`config.mk`:
```
export PLATFORM = sky130hd
export DESIGN_NAME = qthree_sweep_gen
export DESIGN_NICKNAME = d
export VERILOG_FILES = /design/src/rtl/qthree_sweep_gen.sv
export SDC_FILE = /design/constraint.sdc
export NUM_CORES = 1
export LEC_CHECK = 0
export ABC_AREA = 1
export CORE_MARGIN = 1
export CORE_UTILIZATION = 49
export DETAILED_ROUTE_END_ITERATION = 8
export PLACE_DENSITY = 0.74
export SLEW_MARGIN = 10
export SYNTH_ARGS = -nofsm -noshare
export SYNTH_HDL_FRONTEND = slang
export SYNTH_SLANG_ARGS = --single-unit
```
`constraint.sdc`:
```
create_clock -name clk -period 1.7 [get_ports clk]
set_input_delay 0.34 -clock clk [delete_from_list [all_inputs] [get_ports clk]]
set_output_delay 0.34 -clock clk [all_outputs]
set_load 0.02 [all_outputs]
```
`src/rtl/qthree_sweep_gen.sv`:
```
// ============================================================================
// Module   : qthree_sweep_gen
// Purpose  : Sweeps (a, b, select) across a configured range for the qthree
//            ALU. Each vector is held for HOLD_CYCLES cycles, and the ALU result
//            is accumulated into a checksum.
// Revision : 1.0 - initial release
// ============================================================================
`default_nettype none

module qthree_sweep_gen #(
    parameter int HOLD_CYCLES = 20,
    parameter int A_FIRST     = 1,
    parameter int A_LAST      = 3,
    parameter int B_FIRST     = 1,
    parameter int B_LAST      = 3,
    parameter int SEL_LAST    = 7
) (
    input  logic        clk,
    input  logic        rst_n,
    input  logic        start,
    input  logic        abort,
    input  logic [4:0]  alu_out,
    output logic [3:0]  a,
    output logic [3:0]  b,
    output logic [2:0]  select,
    output logic        vec_valid,
    output logic        busy,
    output logic        done,
    output logic [11:0] vec_count,
    output logic [15:0] checksum
);

    localparam logic [7:0] C_HOLD_LAST = 8'(HOLD_CYCLES - 1);
    localparam logic [3:0] C_A_FIRST   = 4'(A_FIRST);
    localparam logic [3:0] C_A_LAST    = 4'(A_LAST);
    localparam logic [3:0] C_B_FIRST   = 4'(B_FIRST);
    localparam logic [3:0] C_B_LAST    = 4'(B_LAST);
    localparam logic [2:0] C_SEL_LAST  = 3'(SEL_LAST);

    typedef enum logic [1:0] {
        S_IDLE = 2'd0,
        S_RUN  = 2'd1,
        S_DONE = 2'd2
    } state_t;

    state_t     r_state;
    logic [7:0] r_hold_cnt;

    always_ff @(posedge clk or negedge rst_n) begin
        if (!rst_n) begin
            r_state    <= S_IDLE;
            r_hold_cnt <= 8'd0;
            a          <= 4'd0;
            b          <= 4'd0;
            select     <= 3'd0;
            vec_valid  <= 1'b0;
            busy       <= 1'b0;
            done       <= 1'b0;
            vec_count  <= 12'd0;
            checksum   <= 16'd0;
        end else begin
            done <= 1'b0;
            case (r_state)
                S_IDLE: begin
                    if (start && !abort) begin
                        r_state    <= S_RUN;
                        r_hold_cnt <= 8'd0;
                        a          <= C_A_FIRST;
                        b          <= C_B_FIRST;
                        select     <= 3'd0;
                        vec_valid  <= 1'b1;
                        busy       <= 1'b1;
                        vec_count  <= 12'd0;
                        checksum   <= 16'd0;
                    end
                end

                S_RUN: begin
                    // Abort wins even on a sample edge: partial totals stay as-is.
                    if (abort) begin
                        r_state    <= S_IDLE;
                        r_hold_cnt <= 8'd0;
                        vec_valid  <= 1'b0;
                        busy       <= 1'b0;
                    end else if (r_hold_cnt == C_HOLD_LAST) begin
                        r_hold_cnt <= 8'd0;
                        checksum   <= checksum + {11'd0, alu_out};
                        vec_count  <= vec_count + 12'd1;
                        if (b != C_B_LAST) begin
                            b <= b + 4'd1;
                        end else if (a != C_A_LAST) begin
                            b <= C_B_FIRST;
                            a <= a + 4'd1;
                        end else if (select != C_SEL_LAST) begin
                            b      <= C_B_FIRST;
                            a      <= C_A_FIRST;
                            select <= select + 3'd1;
                        end else begin
                            r_state   <= S_DONE;
                            vec_valid <= 1'b0;
                            done      <= 1'b1;
                        end
                    end else begin
                        r_hold_cnt <= r_hold_cnt + 8'd1;
                    end
                end

                S_DONE: begin
                    r_state <= S_IDLE;
                    busy    <= 1'b0;
                end

                default: begin
                    r_state   <= S_IDLE;
                    vec_valid <= 1'b0;
                    busy      <= 1'b0;
                end
            endcase
        end
    end

endmodule

`default_nettype wire

```
# Yosys cells after proc, flatten, opt, wreduce, memory -nomap -nowiden
# Cells that the tools add are included.
[word_totals] reg_bits=52 latchBits=0 mem_bits_rw=0 mem_bits_ro=0 in_bits=9 output_inout_bits=42 word_cells=101 mem_count=0
[op_classes] n_addsub=6 n_mul=0 div=0 n_lt_le_gt_ge=0 eq_ne=19 shift=0 mux=53 n_bitwise=1 reduce_logical=12
[op_table] op="16-bit two-way mux" count=3
[op_table] op="4-bit two-way mux" count=10
[op_table] op="12-bit two-way mux" count=3
[op_table] op="16-bit case mux with 2 select lines" count=1
[op_table] op="8-bit two-way mux" count=3
[op_table] op="12-bit case mux with 2 select lines" count=1
[op_table] op="3-bit two-way mux" count=6
[op_table] op="3-bit != test (second input constant)" count=6
[op_table] op="16-bit by 5-bit adder with 16-bit output" count=1
[op_table] op="4-bit case mux with 2 select lines" count=2
[op_table] op="8-bit case mux with 2 select lines" count=1
[op_table] op="2-bit != test (second input constant)" count=7
[op_table] op="1-bit two-way mux" count=13
[op_table] op="12-bit by 1-bit adder with 12-bit output (second input constant)" count=1
[op_table] op="2-bit two-way mux" count=6
[op_table] op="6-bit AND reduction" count=2
[op_table] op="5-bit AND reduction" count=2
[op_table] op="4-bit by 1-bit adder with 4-bit output (second input constant)" count=2
[op_table] op="8-bit by 1-bit adder with 8-bit output (second input constant)" count=1
[op_table] op="8-bit by 5-bit == test with 1-bit output (second input constant)" count=1
[op_table] op="4-bit by 2-bit != test with 1-bit output (second input constant)" count=2
[op_table] op="7-bit AND reduction" count=1
[op_table] op="3-bit case mux with 2 select lines" count=1
[op_table] op="4-bit != test (second input constant)" count=1
[op_table] op="other kinds (13)" count=14

# Longest topological paths before layout
# Gate-level depths: netlist (run 1).
[logic_depth] word_depth=7 mapped_depth=11 ltp_nobuf=11

# Worst setup path before layout (run 1)
# No wires, ideal clock.
[synth_path] path_type="reg-to-reg" from="register checksum[0]" to="register checksum[12]" setup_time_ns=0.119 t_arrival_ns=1.696 t_required_ns=1.581 setup_slack_ns=-0.115 stages_incl_launch_ff=12 path_buffers=0 period_less_slack_ns=1.815 path_cell_list="dfrtp_1 ha_1 inv_1 fa_1 inv_1 nand3_1 nand2_1 nand3_1 nand2_1 nand2_1 nand4_1 nand2_1"
[synth_via] elab_chain_len=4
[synth_rtl] item="from (decl)" line="30" rtl="output logic [15:0] checksum"
[synth_rtl] item="from (signal assigned)" line="87" rtl="checksum <= checksum + {11'd0, alu_out};"
[synth_rtl] item="16-bit by 5-bit adder with 16-bit output" line="87"
[synth_rtl] item="16-bit two-way mux" line="85" rtl="end else if (r_hold_cnt == C_HOLD_LAST) begin"
[synth_rtl] item="16-bit two-way mux" line="80" rtl="if (abort) begin"
[synth_rtl] item="16-bit case mux with 2 select lines" line="63" rtl="case (r_state)"
# Every way passes these cells. The select of a mux whose other input is x is not followed.
# A chain may end at the register's enable or synchronous reset.

# Final worst setup path (run 1)
[layout_path] from="input port alu_out[3]" to="register checksum[4]"
[layout_via] elab_chain_len=4
[layout_rtl] item="from (decl)" line="22" rtl="input logic [4:0] alu_out,"
[layout_rtl] item="16-bit by 5-bit adder with 16-bit output" line="87"
[layout_rtl] item="16-bit two-way mux" line="85"
[layout_rtl] item="16-bit two-way mux" line="80"
[layout_rtl] item="16-bit case mux with 2 select lines" line="63"
# Every way passes these cells. The select of a mux whose other input is x is not followed.

==> results.py, run 1 <==
metrics = {
    "placed_design": {
        "dp.cells": 605,
        "io_buffers": 50,
        "place.gp.congestion": 0.853,
        "placed_area_mm2": 0.00409,
        "post-dp-hpwl_um": 6000,
    },
    "sta": {
        "hold_viol_final": 5,
        "setup_violations": 0,
        "timing.slew.headroom": 0.802,
        "whs_ps": -11.9,
        "slew_violations": 0,
        "rsz0062_at_grt": "true",
        "period_share": 0.994,
        "tns_ps": 0,
        "tightest_slew_ps": 296,
        "fin_skew_ps": 11.3,
        "fmax_mhz": 592,
        "fin_crit_ps": 1690,
    },
    "layout": {
        "stdcell_area_mm2": 0.00444,
        "final_core_util": 0.695,
        "num-fill-cells": 523,
        "final_nets": 560,
        "syn_to_final_growth_pct": 36.5,
        "drive_gt1_frac": 0.202,
        "stdcell_count": 617,
        "diodes": 0,
    },
    "synthesis": {
        "synth_top_area_frac": 0.400,
        "synth_compound_area_frac": 0.0842,
        "synth_seq_cells": 52,
        "syn_area_per_cell_um2": 7.20,
        "synth_most_common_cell": "nand2_1",
        "ys_top_cells_by_count": "163 x nand2_1, 52 x dfrtp_1, 45 x nand3_1",
        "synth.top_cells.by_area": "dfrtp_1 40%, nand2_1 19%, nand3_1 6.9%",
        "async_reset_ff_frac": 1.00,
        "synth_fp_nets": 473,
        "synthMuxAreaShare": 0.00308,
        "synth_top_family_by_area": "simple AND/OR/NAND/NOR gates",
        "ys_types": 28,
        "synth_simple_gate_area_frac": 0.369,
        "yosys_warnings": 0,
        "synthCells": 452,
        "syn-cell-area_mm2": 0.00325,
        "yosys.area.top_type": "dfrtp_1",
        "synth-seq-area-share": 0.400,
        "synth-edff-count": 0,
        "ys.flop_type": "dfrtp_1",
        "synth-adder-area-share": 0.0485,
        "synth_xor_xnor_area_share": 0.0242,
    },
    "die": {
        "die_x_um": 83.5,
        "core_area_mm2": 0.00639,
        "core.rowCount": 29,
        "dieArea_mm2": 0.00697,
        "fp.dieH_um": 83.5,
        "ioPinCount": 51,
        "start_util": 0.509,
    },
    "run": {
        "maxCapViolCount": 0,
    },
    "global_routing": {
        "grt_pass1_vias": 3367,
        "grt_pass1_wl_um": 14700,
        "grt_max_degree": 53,
        "grt_usage": 0.256,
        "antenna_found_initial": 0,
        "grt_overflow": 0,
    },
    "clock_tree": {
        "clockBufferDepth": 2,
        "path_clk_slew_ps": 100,
        "cts-root-buf": "clkbuf_8",
        "htreeDepth": 2,
        "clkLatencyLatePin_ps": 310,
        "postCtsHoldBufs": 0,
        "cts.sinks": 52,
        "cts_buffers": 5,
        "cts_tree": "built",
    },
    "setup_path": {
        "criticalPathCategory": "primary input to flip-flop",
        "worstPathRequired_ps": 1910,
        "end_kind": "flip-flop",
        "critPathLaunchType": "primary input",
        "arrival_ps": 1900,
        "ff2ff_setup_slack_ps": 10,
        "worst-path-max-fanout": 4,
    },
    "detailed_routing": {
        "drc_errors": 0,
        "drtAntennaViolNets": 0,
        "dr.pass1.iters": 5,
        "wl_per_cell_um": 13.9,
        "drt_iter0_drc": 260,
        "drt-total-wl_um": 8610,
        "vias_per_cell": 5.40,
        "vias": 3333,
    },
    "min_path": {
        "hp-class": "primary input to asynchronous set/reset pin",
    },
    "pwr": {
        "leakage_nw": 2.37,
        "ir_drop_v": 0.000664,
        "power_density_mw_per_mm2": 1120,
    },
    "outcome": {
        "outcome": "complete, but fails checks",
        "failed_checks": "hold timing",
    },
}
[final timing paths]
path                            cells after the start           to     startpoint
worst max-delay path                                9  checksum[4]     alu_out[3]
worst min-delay path                                2  checksum[9]          rst_n
worst max register to register                      8  checksum[6]  r_hold_cnt[0]
worst min register to register                      2    vec_valid      vec_valid
max in group asynchronous                           2  checksum[0]          rst_n
min in group clk                                    2    vec_valid      vec_valid
[repair_timing]
item | 4_1_cts | 5_1_grt
buffers inserted | 0 | 2
pin swaps | 0 | 13
hold endpoints to repair | 0 | 0
gates cloned | 0 | 2
setup endpoints to repair | 32 | 53
gates resized for setup | 33 | 63
[where the power goes]
group / total, mW / switching, mW / internal (mW)
clock network: 0.726 / 0.432 / 0.294
registers: 1.78 / 0.300 / 1.48
logic: 2.45 / 1.38 / 1.07
[critical path, stage by stage]
cell,delay [ps]
clkdlybuf4s50_1,510
ha_4,230
buf_4,150
a21oi_1,170
nand2_2,110
buf_4,140
xor2_1,140
nand2_1,60
nand2_1,50
[registers in the layout, summed over array words and instances (netlist names)]
| name | cells |
|---|---|
| a | 4 |
| b | 4 |
| busy | 1 |
| checksum | 16 |
| done | 1 |
| r_hold_cnt | 8 |
| r_state | 2 |
| select | 3 |
| vec_count | 12 |
| vec_valid | 1 |
[cell usage in the layout (no fill, tap or decap), types with 15 or more instances in the layout]
master          instances
inv_1                  37
buf_4                  33
dlygate4sd2_1          22
dfrtp_1                50
dlymetal6s2s_1         15
nand2_2                18
nand4_1                16
nand3_1                39
nand2_1               142
nor2_1                 31
[stage by stage]
step	total power, mW	worst slack, ps
after floorplan	3.05	15.8
after global placement	3.96	-432
after detailed placement	4.03	-529
after CTS	4.74	-13.8
after global routing	5.28	-63.0
final	4.95	10.2
[cell type report]
class | count | area (µm²) | share of cell area
multi-input cells | 348 | 1910 | 0.429
flip-flops and latches | 52 | 1300 | 0.294
repair buffers | 90 | 886 | 0.199
inverters | 42 | 160 | 0.0361
well taps | 77 | 96.3 | 0.0217
clock buffers | 6 | 72.6 | 0.0163
clock inverters | 2 | 16.3 | 0.00366
[logic make-up after synthesis]
group | after synthesis
AO/OA/AOI/OAI | 46
flip-flops | 52
adder cells (fa/ha/maj) | 12
XOR/XNOR | 9
buffers and inverters | 52
multiplexers | 1
AND/OR/NAND/NOR | 280
[metal layers]
layer / routed length (µm) / vias to the layer above / GRT usage
li1: - / 1647 / -
met1: 3770 / 1584 / 0.328
met2: 4350 / 89 / 0.448
met3: 343 / 13 / 0.0326
met4: 137 / 0 / 0.0832
met5: 0 / - / 0
Power figures use the tool's default switching activity.
==> inputs of run 2 (changes only) <==
--- a/config.mk
+++ b/config.mk
@@ -6,10 +6,10 @@
 export NUM_CORES = 1
 export LEC_CHECK = 0
 export ABC_AREA = 1
-export CORE_MARGIN = 1
+export CORE_MARGIN = 2
 export CORE_UTILIZATION = 49
 export DETAILED_ROUTE_END_ITERATION = 8
-export PLACE_DENSITY = 0.74
+export PLACE_DENSITY = 0.78
 export SLEW_MARGIN = 10
 export SYNTH_ARGS = -nofsm -noshare
 export SYNTH_HDL_FRONTEND = slang
==> results.py, run 2 (synthesis gave the netlist of run 1 again) <==
metrics = {
    "setup_path": {
        "cp_slowest_cell": "clkdlybuf4s50_1",
        "worst-path-max-fanout": 2,
        "critical_path_buf_inv_count": 1,
        "path_delay_family": "buffers and inverters",
        "critPathLaunchType": "flip-flop",
        "max_stage_delay_ps": 620,
        "path_cells": "clkdlybuf4s50_1",
        "criticalPathCategory": "flip-flop to primary output",
        "ff2ff_setup_slack_ps": 70,
        "end_kind": "primary output",
        "timing.rr.start": "r_hold_cnt[0]",
        "r2r_cells": 8,
        "cp.depth": 1,
        "arrival_ps": 1320,
        "endpoint": "vec_count[4]",
        "critical_path.startpoint": "vec_count[4]",
        "worstPathRequired_ps": 1360,
        "reg2reg_to": "r_hold_cnt[4]",
    },
    "pwr": {
        "netSwitchingFraction": 0.414,
        "power_density_mw_per_mm2": 1150,
        "ir_drop_v": 0.000762,
        "power_frac_clock": 0.180,
        "intPower_mw": 2.92,
        "seqPwrFrac": 0.352,
        "switching_power_mw": 2.06,
        "leakage_nw": 2.37,
        "comb_power_share": 0.468,
    },
    "layout": {
        "regMostFlops": "checksum",
        "reg.largest.list": "checksum: 16 flops, vec_count: 12 flops, r_hold_cnt: 8 flops",
        "drive_gt1_frac": 0.163,
        "final_core_util": 0.677,
        "layout_common_cells": "157 x nand2_1, 50 x dfrtp_1, 41 x nand3_1, 38 x inv_1",
        "final_nets": 555,
        "final_common_cell": "nand2_1",
        "diodes": 0,
        "largest_register_ffs": 16,
        "syn_to_final_growth_pct": 32.8,
    },
    "outcome": {
        "outcome": "complete, but fails checks",
        "failed_checks": "hold timing",
    },
    "detailed_routing": {
        "drt-total-wl_um": 8230,
        "dr.pass1.iters": 5,
        "drtAntennaViolNets": 0,
        "drc_errors": 0,
        "vias": 3343,
        "vias_per_cell": 5.46,
        "drt_iter0_drc": 218,
        "wl_per_cell_um": 13.4,
    },
    "placed_design": {
        "post-place-ws_ps": -502,
        "place.gp.congestion": 0.907,
        "post-dp-hpwl_um": 5770,
        "io_buffers": 50,
    },
    "sta": {
        "period_share": 0.976,
        "fmax_mhz": 603,
        "setup_violations": 0,
        "tightest_slew_ps": 335,
        "fin_crit_ps": 1660,
        "fin_ws_ps": 40.6,
        "fin_skew_ps": 6.20,
        "whs_ps": -5.32,
        "tns_ps": 0,
        "hold_viol_final": 3,
        "slew_violations": 0,
        "timing.slew.headroom": 0.777,
    },
    "die": {
        "start_util": 0.509,
        "core_area_mm2": 0.00639,
        "ioPinCount": 51,
        "die_x_um": 85.5,
        "core.rowCount": 29,
        "fp.dieH_um": 85.5,
        "dieArea_mm2": 0.00731,
    },
    "clock_tree": {
        "cts_buffers": 5,
        "cts-root-buf": "clkbuf_8",
        "cts_tree": "built",
        "cts.sinks": 52,
        "clkLatencyLatePin_ps": 310,
        "htreeDepth": 2,
        "clockBufferDepth": 2,
        "path_clk_slew_ps": 100,
    },
    "global_routing": {
        "met3_usage": 0.0370,
        "met2_usage": 0.396,
        "grt_pass1_wl_um": 13800,
        "use_met1": 0.301,
        "grt_usage": 0.228,
        "grt_overflow": 0,
        "grt_max_degree": 53,
        "antenna_found_initial": 0,
        "grt_pass1_vias": 3082,
        "grt.busiest_layer": "met2",
    },
    "run": {
        "maxCapViolCount": 0,
    },
    "min_path": {
        "hp-class": "primary input to asynchronous set/reset pin",
    },
}
## run 2: cell count changes in the layout (fill, tap and decap cells not counted), sizes merged, moves of 2 or more
cell          before  now
clkbuf             8    5
buf               39   36
dlymetal6s2s      15   18
dlygate4sd2       22   20
## run 2: worst min path at each step
| stage | from | to | depth (start not counted) |
|---|---|---|---|
| finish | rst_n | checksum[5] | 2 |
| global route | rst_n | r_hold_cnt[7] | 2 |
| CTS | rst_n | checksum[5] | 2 |
| detailed placement | rst_n | checksum[5] | 2 |
| global placement | rst_n | checksum[9] | 2 |
| floorplan | rst_n | a[0] | 0 |
## run 2: per-layer routing
metal	share of wire	vias to the layer above	wire length, µm
li1	-	1640	-
met1	0.44	1557	3640
met2	0.49	133	4020
met3	0.056	13	460
met4	0.012	0	102
met5	0	-	0
## run 2: power groups by stage
| stage | combinational, mW | sequential (mW) | clock [mW] |
|---|---|---|---|
| finish | 2.33 | 1.75 | 0.897 |
| global route | 2.56 | 1.79 | 0.957 |
| CTS | 2.18 | 1.76 | 0.916 |
| detailed placement | 2.21 | 1.78 | 0 |
| global placement | 2.14 | 1.77 | 0 |
| floorplan | 1.07 | 1.99 | 0 |
## run 2: repair_timing
item                       in CTS  in global routing
pin swaps                       1                  6
hold buffers                    0                  0
setup endpoints to repair      24                 59
resized for setup              24                 43
setup buffers                   1                  3
## run 2: per-stage QoR
stage          area (µm²)  std cells  total power [mW]
2_1_floorplan        3270        452              3.05
6_report             4320        612              4.98
5_1_grt              4320        612              5.31
4_1_cts              4160        609              4.85
3_5_place_dp         4060        600              3.98
3_3_place_gp         4060        600              3.91
## run 2: area by class of cell
type	instances	area, µm²
clock buffer	5	68.8
clock inverter	3	46.3
fill	503	2070
inverter	42	158
multi-input combinational	348	1830
sequential	52	1300
tap	77	96.3
timing repair buffer	85	820
==> inputs of run 3 (changes only) <==
--- a/config.mk
+++ b/config.mk
@@ -7,9 +7,9 @@
 export LEC_CHECK = 0
 export ABC_AREA = 1
 export CORE_MARGIN = 2
-export CORE_UTILIZATION = 49
+export CORE_UTILIZATION = 45
 export DETAILED_ROUTE_END_ITERATION = 8
-export PLACE_DENSITY = 0.78
+export PLACE_DENSITY = 0.72
 export SLEW_MARGIN = 10
 export SYNTH_ARGS = -nofsm -noshare
 export SYNTH_HDL_FRONTEND = slang
==> results.py, run 3 (synthesis gave the netlist of run 1 again) <==
metrics = {
    "global_routing": {
        "grt_pass1_vias": 3077,
        "grt_pass1_wl_um": 13800,
        "grt_overflow": 0,
        "antenna_found_initial": 0,
        "grt_usage": 0.221,
        "grt_max_degree": 23,
    },
    "setup_path": {
        "max_stage_delay_ps": 610,
        "arrival_ps": 1320,
        "path_cells": "clkdlybuf4s50_1",
        "critPathLaunchType": "flip-flop",
        "path_delay_family": "buffers and inverters",
        "worst-path-max-fanout": 3,
        "cp_slowest_cell": "clkdlybuf4s50_1",
        "timing.rr.start": "r_hold_cnt[1]",
        "criticalPathCategory": "flip-flop to primary output",
        "end_kind": "primary output",
        "ff2ff_setup_slack_ps": 50,
        "worstPathRequired_ps": 1360,
        "critical_path_buf_inv_count": 1,
        "reg2reg_to": "b[0]",
        "r2r_cells": 9,
    },
    "sta": {
        "rsz0062_at_grt": "true",
        "slew_violations": 0,
        "fin_crit_ps": 1660,
        "setup_violations": 0,
        "tightest_slew_ps": 460,
        "fmax_mhz": 604,
        "hold_viol_final": 0,
        "fin_skew_ps": 5.31,
        "timing.slew.headroom": 0.693,
        "period_share": 0.974,
    },
    "pwr": {
        "switching_power_mw": 2.08,
        "leakage_nw": 2.35,
        "power_density_mw_per_mm2": 1110,
        "intPower_mw": 2.84,
        "netSwitchingFraction": 0.423,
        "power_frac_clock": 0.150,
        "seqPwrFrac": 0.360,
        "ir_drop_v": 0.000692,
        "p_total_mw": 4.92,
        "comb_power_share": 0.490,
    },
    "die": {
        "start_util": 0.471,
        "core_area_mm2": 0.00691,
        "core.rowCount": 30,
        "ioPinCount": 51,
        "die_x_um": 89.0,
        "fp.dieH_um": 89.0,
        "dieArea_mm2": 0.00793,
    },
    "placed_design": {
        "io_buffers": 50,
        "post-dp-hpwl_um": 6080,
        "placed_area_mm2": 0.00412,
        "place.gp.congestion": 0.954,
    },
    "detailed_routing": {
        "drtAntennaViolNets": 0,
        "drt-total-wl_um": 8550,
        "drc_errors": 0,
        "vias": 3302,
        "dr.pass1.iters": 4,
        "wl_per_cell_um": 13.5,
        "vias_per_cell": 5.21,
        "drt_iter0_drc": 240,
    },
    "layout": {
        "regMostFlops": "checksum",
        "drive_gt1_frac": 0.180,
        "final_common_cell": "nand2_1",
        "layout_common_cells": "153 x nand2_1, 51 x dfrtp_1, 39 x nand3_1, 37 x inv_1",
        "stdcell_area_mm2": 0.00444,
        "syn_to_final_growth_pct": 36.5,
        "diodes": 0,
        "largest_register_ffs": 16,
        "reg.largest.list": "checksum: 16 flops, vec_count: 12 flops, r_hold_cnt: 8 flops",
        "final_core_util": 0.643,
        "final_nets": 559,
    },
    "run": {
        "maxCapViolCount": 0,
    },
    "clock_tree": {
        "clkLatencyLatePin_ps": 310,
        "clockBufferDepth": 2,
        "cts.sinks": 52,
        "cts_buffers": 5,
        "htreeDepth": 2,
        "cts-root-buf": "clkbuf_8",
        "path_clk_slew_ps": 90,
        "cts_tree": "built",
    },
    "min_path": {
        "hold_start": "vec_valid",
        "min_to": "vec_valid",
        "hold_depth": 2,
        "hp-class": "flip-flop to flip-flop",
    },
    "outcome": {
        "outcome": "completed",
    },
}
[run 3: cell types whose count changed in the layout (fill, tap and decap cells not counted), sizes merged]
cell / previous run / this run
dlygate4sd2: 20 / 25
inv: 43 / 42
clkinvlp: 1 / 0
clkinv: 0 / 1
dlymetal6s2s: 18 / 13
clkbuf: 5 / 7
dlygate4sd3: 0 / 1
bufinv: 1 / 0
buf: 36 / 38
[run 3: worst max-delay path by stage]
stage	start	endpoint	cells past startpoint
floorplan	checksum[0]	checksum[12]	11
global placement	alu_out[0]	checksum[12]	12
detailed placement	alu_out[0]	checksum[12]	12
CTS	select[0]	select[0]	1
global route	r_hold_cnt[1]	b[0]	9
finish	checksum[0]	checksum[0]	1
[run 3: tightest hold or removal path: stages, from the launching register on]
cell and delay (ps):
dfrtp_1 360, nand2_1 60, nand2_1 50
[run 3: what timing repair did]
| action | CTS | global route |
|---|---|---|
| gates resized for setup | 29 | 59 |
| buffers inserted | 0 | 1 |
| pin swaps | 1 | 8 |
| hold buffers | 1 | 0 |
| cloned | 0 | 2 |
| endpoints found under the hold margin | 15 | 0 |
| endpoints found under the setup margin | 29 | 45 |
[run 3: per-stage QoR]
step | hold WS, ps | TNS, ps | worst slack [ps] | std cells
floorplan | 44.4 | 0 | 15.8 | 452
global placement | 304 | -5190 | -462 | 623
detailed placement | 316 | -6220 | -518 | 623
CTS | 496 | 0 | 1.06 | 631
global route | 523 | -496 | -61.4 | 634
finish | 494 | 0 | 44.8 | 634
[run 3: routing by layer]
layer  share of wire  wire length, µm  vias to the layer above  GRT usage
met5               0                0                        -          0
met4           0.020              174                        0     0.0733
met3           0.054              464                       16     0.0388
met2            0.49             4180                      121      0.381
met1            0.44             3740                     1514      0.280
li1                -                -                     1651          -
[run 3: cell type report]
type	count	area [µm²]
multi-input combinational	348	1900
timing repair buffer	89	867
clock buffer	6	82.6
inverter	42	163
fill	611	2460
sequential	52	1300
clock inverter	1	8.76
tap	96	120
[run 3: power groups by stage]
stage,clock network (mW),registers (mW),logic [mW]
after floorplan,0,1.99,1.07
after global placement,0,1.77,2.19
after detailed placement,0,1.78,2.24
after CTS,0.768,1.75,2.20
after global routing,0.820,1.82,2.66
final,0.737,1.77,2.41
